<file path="src/rtl/sfifo_flags.sv">
// Single-clock synchronous FIFO with occupancy count, almost-full/empty thresholds,
// sticky overflow/underflow flags, synchronous flush and optional first-word-fall-through.
module sfifo_flags #(
  parameter int DEPTH    = 16,
  parameter int DEPTH_l  = $clog2(DEPTH),
  parameter int WIDTH    = 8,
  parameter int AF_LEVEL = DEPTH - 4,
  parameter int AE_LEVEL = 2,
  parameter bit FWFT     = 1'b0
) (
  input  logic               clock,
  input  logic               reset,
  input  logic               clear,
  input  logic               wr,
  input  logic [WIDTH-1:0]   din,
  input  logic               rd,
  output logic [WIDTH-1:0]   dout,
  output logic               full,
  output logic               empty,
  output logic               almost_full,
  output logic               almost_empty,
  output logic [DEPTH_l:0]   count,
  output logic               overflow,
  output logic               underflow
);

  localparam logic [DEPTH_l:0] DEPTH_C = DEPTH[DEPTH_l:0];
  localparam logic [DEPTH_l:0] AF_C    = AF_LEVEL[DEPTH_l:0];
  localparam logic [DEPTH_l:0] AE_C    = AE_LEVEL[DEPTH_l:0];

  if (DEPTH < 2 || (DEPTH & (DEPTH - 1)) != 0 ||
      !(AE_LEVEL < AF_LEVEL && AF_LEVEL <= DEPTH)) begin : g_bad_params
    $error("sfifo_flags: illegal DEPTH/AF_LEVEL/AE_LEVEL combination");
  end

  logic [WIDTH-1:0]   mem [DEPTH];
  logic [DEPTH_l-1:0] wptr_reg, rptr_reg;
  logic [DEPTH_l:0]   count_reg, count_next;
  logic               full_reg, empty_reg, af_reg, ae_reg;
  logic               overflow_reg, underflow_reg;
  logic               wr_ok, rd_ok;

  // Acceptance looks only at registered flags: no pass-through on full or empty.
  assign wr_ok = wr && !full_reg;
  assign rd_ok = rd && !empty_reg;

  always_comb begin
    count_next = count_reg;
    case ({wr_ok, rd_ok})
      2'b10:   count_next = count_reg + 1'b1;
      2'b01:   count_next = count_reg - 1'b1;
      default: count_next = count_reg;
    endcase
  end

  always_ff @(posedge clock) begin
    if (reset || clear) begin
      wptr_reg      <= '0;
      rptr_reg      <= '0;
      count_reg     <= '0;
      full_reg      <= 1'b0;
      empty_reg     <= 1'b1;
      af_reg        <= 1'b0;
      ae_reg        <= 1'b1;
      overflow_reg  <= 1'b0;
      underflow_reg <= 1'b0;
    end else begin
      if (wr_ok) wptr_reg <= wptr_reg + 1'b1;
      if (rd_ok) rptr_reg <= rptr_reg + 1'b1;
      count_reg <= count_next;
      full_reg  <= (count_next == DEPTH_C);
      empty_reg <= (count_next == '0);
      af_reg    <= (count_next >= AF_C);
      ae_reg    <= (count_next <= AE_C);
      if (wr && full_reg)  overflow_reg  <= 1'b1;
      if (rd && empty_reg) underflow_reg <= 1'b1;
    end
  end

  // Storage has no reset so it can map onto RAM resources.
  always_ff @(posedge clock) begin
    if (!reset && !clear && wr_ok) mem[wptr_reg] <= din;
  end

  if (FWFT) begin : g_fwft
    assign dout = mem[rptr_reg];
  end else begin : g_std
    logic [WIDTH-1:0] dout_reg;
    // Flush leaves the last read word on the output; only reset zeroes it.
    always_ff @(posedge clock) begin
      if (reset)                dout_reg <= '0;
      else if (!clear && rd_ok) dout_reg <= mem[rptr_reg];
    end
    assign dout = dout_reg;
  end

  assign full         = full_reg;
  assign empty        = empty_reg;
  assign almost_full  = af_reg;
  assign almost_empty = ae_reg;
  assign count        = count_reg;
  assign overflow     = overflow_reg;
  assign underflow    = underflow_reg;

endmodule

</file>
<file path="config.mk">
export PLATFORM = sky130hd
export DESIGN_NAME = sfifo_flags
export DESIGN_NICKNAME = d
export VERILOG_FILES = /design/src/rtl/sfifo_flags.sv
export SDC_FILE = /design/constraint.sdc
export NUM_CORES = 1
export LEC_CHECK = 0
export ABC_AREA = 1
export BUFFER_PORTS_ARGS = -buffer_cell sky130_fd_sc_hd__buf_4
export CORE_UTILIZATION = 30
export CTS_CLUSTER_SIZE = 28
export DETAILED_ROUTE_END_ITERATION = 12
export SLEW_MARGIN = 30
export SYNTH_ARGS = -nofsm -noshare
export SYNTH_HDL_FRONTEND = slang
export SYNTH_SLANG_ARGS = --single-unit
</file>
<file path="constraint.sdc">
create_clock -name clock -period 4.68 [get_ports clock]
set_clock_uncertainty 0.1 [all_clocks]
set_input_delay 0.234 -clock clock [delete_from_list [all_inputs] [get_ports clock]]
set_output_delay 0.234 -clock clock [all_outputs]
set_load 0.01 [all_outputs]
</file>
**Word level (Yosys, flattened, before mapping)**

Memory sizes are Yosys's and may differ from the RTL's. A register that Yosys moved wholly into a read port is not among the register bits.
Index checks and enable logic that the tools add are counted.

- Memories kept: 1
- Memory bits (writable): 128
- Bits of input ports: 13
- Register bits: 19

Memory list:

| memory | words | bits a word | rd ports | clocked after Yosys merged registers in | wr ports | line | source |
|---|---|---|---|---|---|---|---|
| mem | 16 | 8 | 1 | 1 | 1 | 36 | `logic [WIDTH-1:0] mem [DEPTH];` |

- Magnitude comparators: 2
- Muxes and demuxes: 3
- Eq/ne operators: 3
- Reduce and logical (&&, ||, !) cells: 13
- Add/sub/neg operators: 4

Operators with widths:

| kind | count |
|---|---|
| one-hot mux 5 bit (2 select lines) | 1 |
| adder 4 x 1 -> 4 bit (second input constant) | 2 |
| logical AND 1 bit | 7 |
| adder 5 x 1 -> 5 bit (second input constant) | 1 |
| equality test 5 bit (second input constant) | 1 |
| greater-or-equal comparator 5 x 4 -> 1 bit (second input constant) | 1 |
| less-or-equal comparator 5 x 2 -> 1 bit (second input constant) | 1 |
| logical NOT 5 bit | 1 |
| subtractor 5 x 1 -> 5 bit (second input constant) | 1 |
| logical NOT 1 bit | 4 |
| equality test 2 x 1 -> 1 bit (second input constant) | 1 |
| equality test 2 bit (second input constant) | 1 |
| 2-to-1 mux 1 bit | 2 |
| logical OR 1 bit | 1 |

**Depth between registers and ports, before layout**

Gate-level depths: netlist of run 1.

- Word-level depth: 5
- Gate-level depth with buffers: 18
- Gate-level depth less buffers: 18

**Worst setup path after synthesis of run 1**

OpenSTA, ideal clock, no wires.

- Kind: reg-to-reg
- From: reg full_reg, in the netlist full
- To: reg ae_reg, in the netlist almost_empty
- Library setup time: 111 ps
- Data arrival time: 1,835 ps
- Cell stages (with the launch flop): 17
- Slack: 2,634 ps
- Data required time: 4,469 ps
- Clock period less this slack: 2,046 ps
- Path through: dfxtp_1 nor2_1 inv_1 ha_1 nand2_1 inv_1 nor2_1 ha_1 inv_1 nand2_1 nand3_1 nand3_1 nand3_1 nand2_1 nand2_1 inv_1 nor2_1

- Word-level cells in the longest chain between the ends: 5

Ends and longest elaborated chain:

| item | line | source |
|---|---|---|
| start: declaration | 39 | `logic full_reg, empty_reg, af_reg, ae_reg;` |
| start signal: assignment | 71 | `full_reg <= (count_next == DEPTH_C);` |
| logical NOT 1 bit * | 44 | `assign wr_ok = wr && !full_reg;` |
| logical AND 1 bit * | 44 |  |
| equality test 2 x 1 -> 1 bit or equality test 2 bit (tied branches) | 49 | `case ({wr_ok, rd_ok})` |
| one-hot mux 5 bit (2 select lines) * | 49 |  |
| less-or-equal comparator 5 x 2 -> 1 bit * | 74 | `ae_reg <= (count_next <= AE_C);` |
| end signal: assignment | 74 |  |
| end: declaration | 39 |  |

Mark *: on every way between the ends. The rest lies on a longest branch, timed or not.
A chain may end at the register's enable or synchronous reset.

**Worst setup path after layout of run 1**

- From: in wr
- To: reg ae_reg, in the netlist almost_empty

- Word-level cells in the longest chain between the ends: 4

Ends and longest elaborated chain:

| item | line | source |
|---|---|---|
| start: declaration | 14 | `input logic wr,` |
| logical AND 1 bit * | 44 |  |
| equality test 2 x 1 -> 1 bit or equality test 2 bit (tied branches) | 49 |  |
| one-hot mux 5 bit (2 select lines) * | 49 |  |
| less-or-equal comparator 5 x 2 -> 1 bit * | 74 |  |

Marked as above.

==> results of run 1 <==
worst reg2reg max path, stage by stage, from the launching register on:
cell and delay, ns:
dfxtp_1 0.32, nor2_1 0.22, inv_1 0.17, ha_1 0.29
nand2_1 0.08, inv_1 0.05, nor2_1 0.13, ha_1 0.16
inv_1 0.03, nand2_1 0.09, nand3_1 0.10, nand2_1 0.07
nand2_1 0.04, nand3_1 0.06, nand2_1 0.07, nand2_1 0.09
inv_1 0.06, nor2_1 0.09
cell type report:
type,instances,area share (%)
repair buffers,40,4.00
clock inverters,14,1.92
flip-flops and latches,155,58.0
well taps,275,4.55
multi-input cells,357,23.5
inverters,48,2.41
clock buffers,17,5.62
how the worst min path moves through the flow:
stage	slack, ns	end	depth (start not counted)
5_1_grt	0.02	mem[7][4]	1
4_1_cts	0.004	underflow	5
3_3_place_gp	0.37	underflow	2
6_report	0.01	mem[7][4]	1
2_1_floorplan	0.23	mem[0][0]	0
3_5_place_dp	0.36	overflow	2
cell usage after synthesis:
library cell  count  area [um2]
o21ai_0          41         205
buf_8             1        15.0
mux2i_1           1        10.0
clkinv_1          1        3.75
dfxtp_1          27         541
clkbuf_1          2        7.51
buf_6             8        90.1
buf_4             5        37.5
nor3_1           11        55.1
o21ai_2           2        17.5
o211ai_1         24         180
nor2_1          116         435
inv_1            42         158
nand2_1          48         180
clkbuf_2          3        15.0
nand3_1          42         210
nor2_4            2        22.5
inv_2             4        15.0
inv_4             1        6.26
ha_1              9         113
o21bai_1          1        7.51
edfxtp_1        128        3840
nor2_2           11        68.8
a21oi_1          17        85.1
or2_2             1        6.26
buf_2            10        50.1
o21ai_1          27         135
xor2_1            2        17.5
nor4_1            2        12.5
power breakdown:
part	switching [mW]	leakage, nW	internal [mW]
clock network	0.552	0.274	0.783
logic	0.0884	1.03	0.0432
registers	0.00641	1.37	1.50
total	0.647	2.67	2.33
per-layer routing:
metal | wire length (um) | vias up | part of all wire [%]
li1 | - | 2097 | -
met1 | 6560 | 2004 | 44
met2 | 7290 | 102 | 49
met3 | 591 | 26 | 4.0
met4 | 428 | 0 | 2.9
met5 | 0 | - | 0
stage by stage:
step / setup WS [ns] / power [mW] / hold slack (ns) / utilization, %
finish: 2.26 / 2.97 / 0.0104 / 35.7
global route: 1.91 / 3.07 / 0.0159 / 35.7
CTS: 2.23 / 3.00 / 0.00417 / 35.7
detailed placement: 2.28 / 1.67 / 0.360 / 32.9
global placement: 2.09 / 1.67 / 0.367 / 32.9
floorplan: 2.63 / 1.61 / 0.233 / -
logic make-up (layout without fill, tap and decap cells):
logic type               count (synthesis)  count (layout)  share of synthesized area (%)
multiplexers                             1               1                          0.153
adder cells (fa/ha/maj)                  9               9                           1.72
AO/OA/AOI/OAI                          112             112                           9.64
buffers and inverters                   77             119                           6.08
XOR/XNOR                                 2               2                          0.268
flip-flops                             155             155                           67.0
AND/OR/NAND/NOR                        233             233                           15.1
==> results.yml, run 1 <==
floorplanning:
  rows: 53
  die_area_mm2: 0.0224
  io_pins: 32
  start_util_pct: 30.8
  core_mm2: 0.0212
  die_w_um: 150
  dieHeight_um: 150
critical_path:
  crit_slowest_cell: "dlygate4sd3_1"
  crit_top_cell: "nand2_1"
  crit_start: "wr"
  cp_top_family: "simple AND/OR/NAND/NOR gates"
  cp.required_ns: 4.95
  cp_max_fo: 6
  worst-setup-path-type: "in2reg"
  worstRegToRegCells: 17
  worst-path-stages: 20
  r2r_slack_ns: 2.39
  crit_path_cell_trace: "dlygate4sd3_1 > buf_4 > inv_1 > nor2_1 > inv_1 > ha_1 > nand2_1 > inv_1 > nor2_1 > ha_1 > inv_1 > nand2_1 > nand3_1 > nand2_1 > nand2_1 > nand3_1 > nand2_1 > nand2_1 > inv_1 > nor2_1"
  crit_arrival_ns: 2.69
  r2r_end: "almost_empty"
  crit_buf_inv: 7
  start_kind: "input pin"
  critPathCaptureType: "flop"
  critical_path.max_stage_delay_ns: 0.53
  crit-reg2reg-launch: "full"
  cp-endpoint: "almost_empty"
power_and_ir_drop:
  power_density_mw_per_mm2: 393
  vdd_ir_drop_max_uv: 276
  p_leak_nw: 2.67
hold_path:
  worstHoldStart: "din[4]"
  hp-class: "in2reg"
cts:
  cts-root-buf: "clkbuf_16"
  clock_latency_ns: 0.43
  cts_tree: "yes"
  htreeDepth: 4
  cts_resized: 0
  numCtsBuffers: 17
  clkSinkCount: 155
  post_cts_buffers: 0
  max-clock-path-buffers: 2
  holdBufCountCts: 1
  cts.clk_slew.worst_paths_ns: 0.07
global_routing:
  antenna_found_initial: 0
  grt_pass1_wl_mm: 23.1
  busiest_layer: "met2"
  track_usage_pct: 14.1
  grtUsageMet3_pct: 3.23
  grt_util_met1_pct: 17.6
  overflow: 0
  grt_max_degree: 67
  grt_pass1_vias: 4027
  use_met2_pct: 23.0
placement:
  place.gp.congestion: 0.794
  post-place-cells: 874
  hpwl_mm: 9.20
  placedInstanceArea_mm2: 0.00699
  portBuffers: 31
cells_and_area:
  final_cell_mix: "edfxtp_1, nor2_1, nand2_1, inv_1, nand3_1"
  layout-drive-gt1-share_pct: 15.1
  largest_reg_flops: 128
  antenna_cells: 0
  syn2layout_area_growth_pct: 15.6
  register_area_mm2: 0.00439
  design_area_mm2: 0.00757
  multi_input_comb_area_mm2: 0.00178
  stdcell_count: 906
  layout.nets: 641
  layout_commonest_cell: "edfxtp_1"
  num-fill-cells: 2106
yosys:
  yosys_warnings: 0
  avgSynthCellArea_um2: 11.1
  synth_cell_types: 29
  syn_nets: 611
  syn_inst: 589
  ys_ff_latch: 155
  ys_seq_area_share_pct: 67.0
  syn-cell-area_mm2: 0.00654
status:
  status: "finished, final reports clean"
sta:
  max_freq_mhz: 413
  tightest_slew_ns: 0.995
  period_minus_slack_ns: 2.42
  relSlewSlack_pct: 33.3
  rsz0062_at_grt: "no"
  fin_tns_setup_ns: 0
  setup_viol: 0
  post-route-period-util_pct: 51.7
  slew_violations: 0
  hold_violations: 0
routing:
  avgRoutedWirePerCell_um: 16.4
  dr.pass1.iters: 7
  post_drt_via_cell_ratio: 4.67
  route.detailed.drc: 0
  vias: 4229
  drt-total-wl_mm: 14.9
  drt_iter0_drc: 391
  final_antenna_net_count: 0
run:
  drv_cap: 0
Note: power is estimated with default switching activity, not from simulation.
==> inputs of run 2 (changes only) <==
==> constraint.sdc (replaced) <==
create_clock -name clock -period 2 [get_ports clock]
set_clock_uncertainty 0.1 [all_clocks]
set_input_delay 0.1 -clock clock [delete_from_list [all_inputs] [get_ports clock]]
set_output_delay 0.1 -clock clock [all_outputs]
set_load 0.01 [all_outputs]
==> run 2 against run 1 <==
Against the previous run: sequential power increased by 130%; die area unchanged; sequential share of layout area decreased by 2.7 points; count of clock-buffer cells in the layout increased by 1; flip-flop and latch count unchanged; global-route usage increased by 0.52 points; utilization increased by 1.8 points; first-iteration DRC count decreased by 1.3%.
==> results.yml, run 2 (synthesized netlist as in run 1, its figures left out) <==
critical_path:
  cp_max_fo: 5
  critPathCaptureType: "flop"
  worstRegToRegCells: 12
  crit_start: "full"
  r2r_slack_ns: 0.09
  worst-setup-path-type: "reg2reg"
  crit_arrival_ns: 2.17
  start_kind: "flop"
  crit-reg2reg-launch: "full"
  cp.required_ns: 2.25
  r2r_end: "full"
hold_path:
  worstHoldStart: "wr"
  hold_path_end: "overflow"
  hold_depth: 6
  hp-class: "in2reg"
cells_and_area:
  antenna_cells: 0
  register_area_mm2: 0.00439
  largest_reg_flops: 128
  layout.nets: 677
  final_cell_mix: "edfxtp_1, nor2_1, buf_4, nand2_1, o21ai_0"
  design_area_mm2: 0.00794
  layout-drive-gt1-share_pct: 20.0
  finish.utilization_pct: 37.4
  layout_commonest_cell: "edfxtp_1"
  multi_input_comb_area_mm2: 0.00183
  syn2layout_area_growth_pct: 21.3
  num-fill-cells: 2058
status:
  status: "finished, final reports clean"
floorplanning:
  rows: 53
  start_util_pct: 30.8
  io_pins: 32
  die_w_um: 150
  dieHeight_um: 150
  core_mm2: 0.0212
  die_area_mm2: 0.0224
cts:
  cts-root-buf: "clkbuf_16"
  max-clock-path-buffers: 2
  clkSinkCount: 155
  post_cts_buffers: 0
  numCtsBuffers: 17
  htreeDepth: 4
  cts_tree: "yes"
  cts.clk_slew.worst_paths_ns: 0.06
  clock_latency_ns: 0.43
run:
  drv_cap: 0
sta:
  post-route-period-util_pct: 95.7
  max_freq_mhz: 523
  slew_violations: 0
  whs_ns: 0.0674
  relSlewSlack_pct: 70.6
  setup_viol: 0
  hold_violations: 0
  rsz0062_at_grt: "yes"
  tightest_slew_ns: 0.441
  period_minus_slack_ns: 1.91
routing:
  wl_met1_mm: 7.17
  avgRoutedWirePerCell_um: 16.1
  wl_met3_um: 594
  final_antenna_net_count: 0
  post_drt_via_cell_ratio: 4.79
  wl_met2_mm: 7.05
  dr.pass1.iters: 4
  routed.top_layer: "met4"
  route.detailed.drc: 0
  drt_iter0_drc: 386
  vias: 4505
  drt-total-wl_mm: 15.2
power_and_ir_drop:
  power_density_mw_per_mm2: 893
  vdd_ir_drop_max_uv: 369
  p_leak_nw: 2.86
  power_mw: 7.09
global_routing:
  grt_pass1_vias: 4359
  grt_pass1_wl_mm: 24.2
  antenna_found_initial: 0
  track_usage_pct: 14.6
  grt_max_degree: 43
  overflow: 0
placement:
  hpwl_mm: 9.46
  portBuffers: 31
  place.gp.congestion: 0.752
  placedInstanceArea_mm2: 0.00717
==> run 2: cell types whose count changed in the layout (fill, tap and decap cells not counted), moves of 4 or more <==
cell,previous run,this run
dlygate4sd3_1,1,11
nor3_1,7,11
nor3_2,4,0
buf_4,39,63
nand2_2,0,5
nand2_1,48,43
nor2_1,116,111
==> run 2: worst max-delay path, stage by stage (launching register included) <==
cell	delay, ns
dfxtp_2	0.33
nor2_4	0.09
inv_2	0.06
ha_4	0.17
nand2_2	0.06
inv_2	0.05
nor2_4	0.11
ha_2	0.27
mux2i_2	0.21
nand2_1	0.11
nor2_2	0.11
nand2_1	0.06
nor2_1	0.11
==> run 2: metrics by stage <==
stage,TNS (ns),setup WS [ns],cells
finish,0,0.0867,941
global route,-0.0999,-0.0444,941
CTS,0,0.0144,941
detailed placement,-0.0541,-0.0267,899
global placement,-0.0346,-0.0197,899
floorplan,0,0.00223,589
==> run 2: worst max path at each step <==
stage / to
5_1_grt: full
3_3_place_gp: almost_empty
4_1_cts: almost_empty
2_1_floorplan: almost_empty
6_report: full
3_5_place_dp: almost_empty
==> run 2: repair_timing <==
| action | 4_1_cts | 5_1_grt |
|---|---|---|
| resized for setup | 1 | 22 |
| hold buffers | 12 | 0 |
| endpoints found under the setup margin | 3 | 6 |
| hold endpoints to repair | 138 | 0 |
| pin swaps | 0 | 10 |
==> run 2: per-layer routing <==
layer  vias up  GRT usage, %
met4         0          7.22
met5         -             0
met1      2205          19.7
met3        24          2.07
li1       2167             -
met2       109          23.0
==> run 2: cell type report <==
class	count	share of cell area, %
Sequential cell	155	55.3
Tap cell	275	4.33
Multi-Input combinational cell	357	23.1
Clock inverter	12	1.88
Inverter	48	2.30
Timing Repair Buffer	76	7.75
Clock buffer	18	5.41
==> run 2: power by group <==
group | switching (mW) | internal [mW] | total, mW
Combinational | 0.221 | 0.131 | 0.352
Sequential | 0.0154 | 3.51 | 3.53
Clock | 1.26 | 1.94 | 3.21
Total | 1.50 | 5.59 | 7.09
==> inputs of run 3 (changes only) <==
--- a/config.mk
+++ b/config.mk
@@ -7,7 +7,7 @@
 export LEC_CHECK = 0
 export ABC_AREA = 1
 export BUFFER_PORTS_ARGS = -buffer_cell sky130_fd_sc_hd__buf_4
-export CORE_UTILIZATION = 30
+export CORE_UTILIZATION = 45
 export CTS_CLUSTER_SIZE = 28
 export DETAILED_ROUTE_END_ITERATION = 12
 export SLEW_MARGIN = 30
==> run 3 against run 2 <==
Against the previous run: combinational power about the same; sequential power is essentially flat; worst setup slack better by 0.019 ns; largest cell class unchanged; largest power group is now clock.
==> results.yml, run 3 (synthesized netlist as in run 1, its figures left out) <==
sta:
  hold_violations: 0
  post-route-period-util_pct: 94.7
  whs_ns: 0.0195
  relSlewSlack_pct: 70.0
  tightest_slew_ns: 0.450
  max_freq_mhz: 528
  period_minus_slack_ns: 1.89
  setup_viol: 0
  slew_violations: 0
routing:
  drt-total-wl_mm: 14.7
  dr.pass1.iters: 5
  post_drt_via_cell_ratio: 5.27
  vias: 4482
  avgRoutedWirePerCell_um: 17.3
  drt_iter0_drc: 395
  route.detailed.drc: 0
  final_antenna_net_count: 0
cells_and_area:
  largest_reg_flops: 128
  antenna_cells: 0
  design_area_mm2: 0.00796
  final_cell_mix: "edfxtp_1, nor2_1, buf_4, nand2_1, nand3_1"
  multi_input_comb_area_mm2: 0.00185
  num-fill-cells: 1162
  stdcell_count: 850
  register_area_mm2: 0.00439
  layout_commonest_cell: "edfxtp_1"
  layout-drive-gt1-share_pct: 20.6
  finish.utilization_pct: 56.7
  layout.nets: 679
  syn2layout_area_growth_pct: 21.6
global_routing:
  overflow: 0
  grt_pass1_vias: 4234
  grt_max_degree: 44
  grt_pass1_wl_mm: 23.1
  track_usage_pct: 21.3
  antenna_found_initial: 0
cts:
  cts_tree: "yes"
  max-clock-path-buffers: 2
  cts.clk_slew.worst_paths_ns: 0.06
  htreeDepth: 4
  numCtsBuffers: 17
  clock_latency_ns: 0.42
  cts-root-buf: "clkbuf_16"
  clkSinkCount: 155
floorplanning:
  dieHeight_um: 123
  rows: 43
  die_w_um: 123
  start_util_pct: 46.6
  core_mm2: 0.0140
  die_area_mm2: 0.0150
  io_pins: 32
critical_path:
  cp.required_ns: 2.25
  r2r_slack_ns: 0.11
  cp_max_fo: 5
  start_kind: "flop"
  worstRegToRegCells: 12
  critPathCaptureType: "flop"
  r2r_end: "full"
  worst-setup-path-type: "reg2reg"
  crit_start: "full"
  crit-reg2reg-launch: "full"
  cp-endpoint: "full"
  crit_arrival_ns: 2.14
power_and_ir_drop:
  vdd_ir_drop_max_uv: 619
  power_density_mw_per_mm2: 951
  p_leak_nw: 2.92
placement:
  place.gp.congestion: 0.796
  hpwl_mm: 9.30
  placedInstanceArea_mm2: 0.00706
  post-place-cells: 805
  portBuffers: 31
hold_path:
  hp-class: "in2reg"
status:
  status: "finished, final reports clean"
run:
  drv_cap: 0
[run 3: changes by cell type in the layout (fill, tap and decap cells not counted), moves of 2 or more]
cell       delta
buf_4         +2
bufinv_16     +4
inv_1         -2
inv_2         +2
nor2_2        -2
[run 3: metrics by stage]
stage	TNS (ns)	worst slack [ns]	power, mW
after global placement	0	0.0198	3.90
after detailed placement	-0.0609	-0.0256	3.91
final	0	0.106	7.56
after CTS	0	0.00795	7.60
after global routing	-0.0655	-0.0270	7.80
after floorplan	0	0.00223	3.78
[run 3: metal layers]
| layer | routed length, um | vias up | global-route usage (%) |
|---|---|---|---|
| met4 | 412 | 0 | 11.0 |
| met1 | 6560 | 2150 | 28.0 |
| li1 | - | 2178 | - |
| met5 | 0 | - | 0 |
| met3 | 753 | 26 | 4.23 |
| met2 | 6970 | 128 | 33.3 |
[run 3: layout make-up]
type / count / share of cell area, %
Inverter: 48 / 2.30
Timing Repair Buffer: 78 / 7.96
Multi-Input combinational cell: 357 / 23.2
Sequential cell: 155 / 55.2
Clock buffer: 19 / 5.44
Clock inverter: 13 / 3.08
Tap cell: 180 / 2.83
[run 3: how the worst min path moves through the flow]
stage                         from        end  slack [ns]  cells after the start
after floorplan             din[0]  mem[0][0]         0.1                      0
after global placement          wr   overflow        0.30                      5
after detailed placement        wr   overflow        0.31                      5
after CTS                 overflow   overflow        0.39                      2
after global routing            wr   overflow        0.10                      6
final                           rd  underflow        0.02                      5
[run 3: report_power, final]
group | internal (mW) | switching [mW]
sequential | 3.51 | 0.0177
clock | 2.46 | 1.22
combinational | 0.138 | 0.213
[run 3: what timing repair did]
action,CTS,global route
hold endpoints to repair,139,0
buffers inserted,0,2
pin swaps,0,15
resized for setup,1,28
setup endpoints to repair,4,5
hold buffers,12,0
[run 3: critical path, cell delays in order, from the launching register on]
cell and delay, ns:
dfxtp_2 0.33, nor2_4 0.09, inv_2 0.06, ha_4 0.18
nand2_2 0.07, inv_2 0.05, nor2_4 0.10, ha_2 0.28
mux2i_4 0.17, nand2_1 0.07, nor2_1 0.16, nand2_1 0.07
nor2_1 0.09
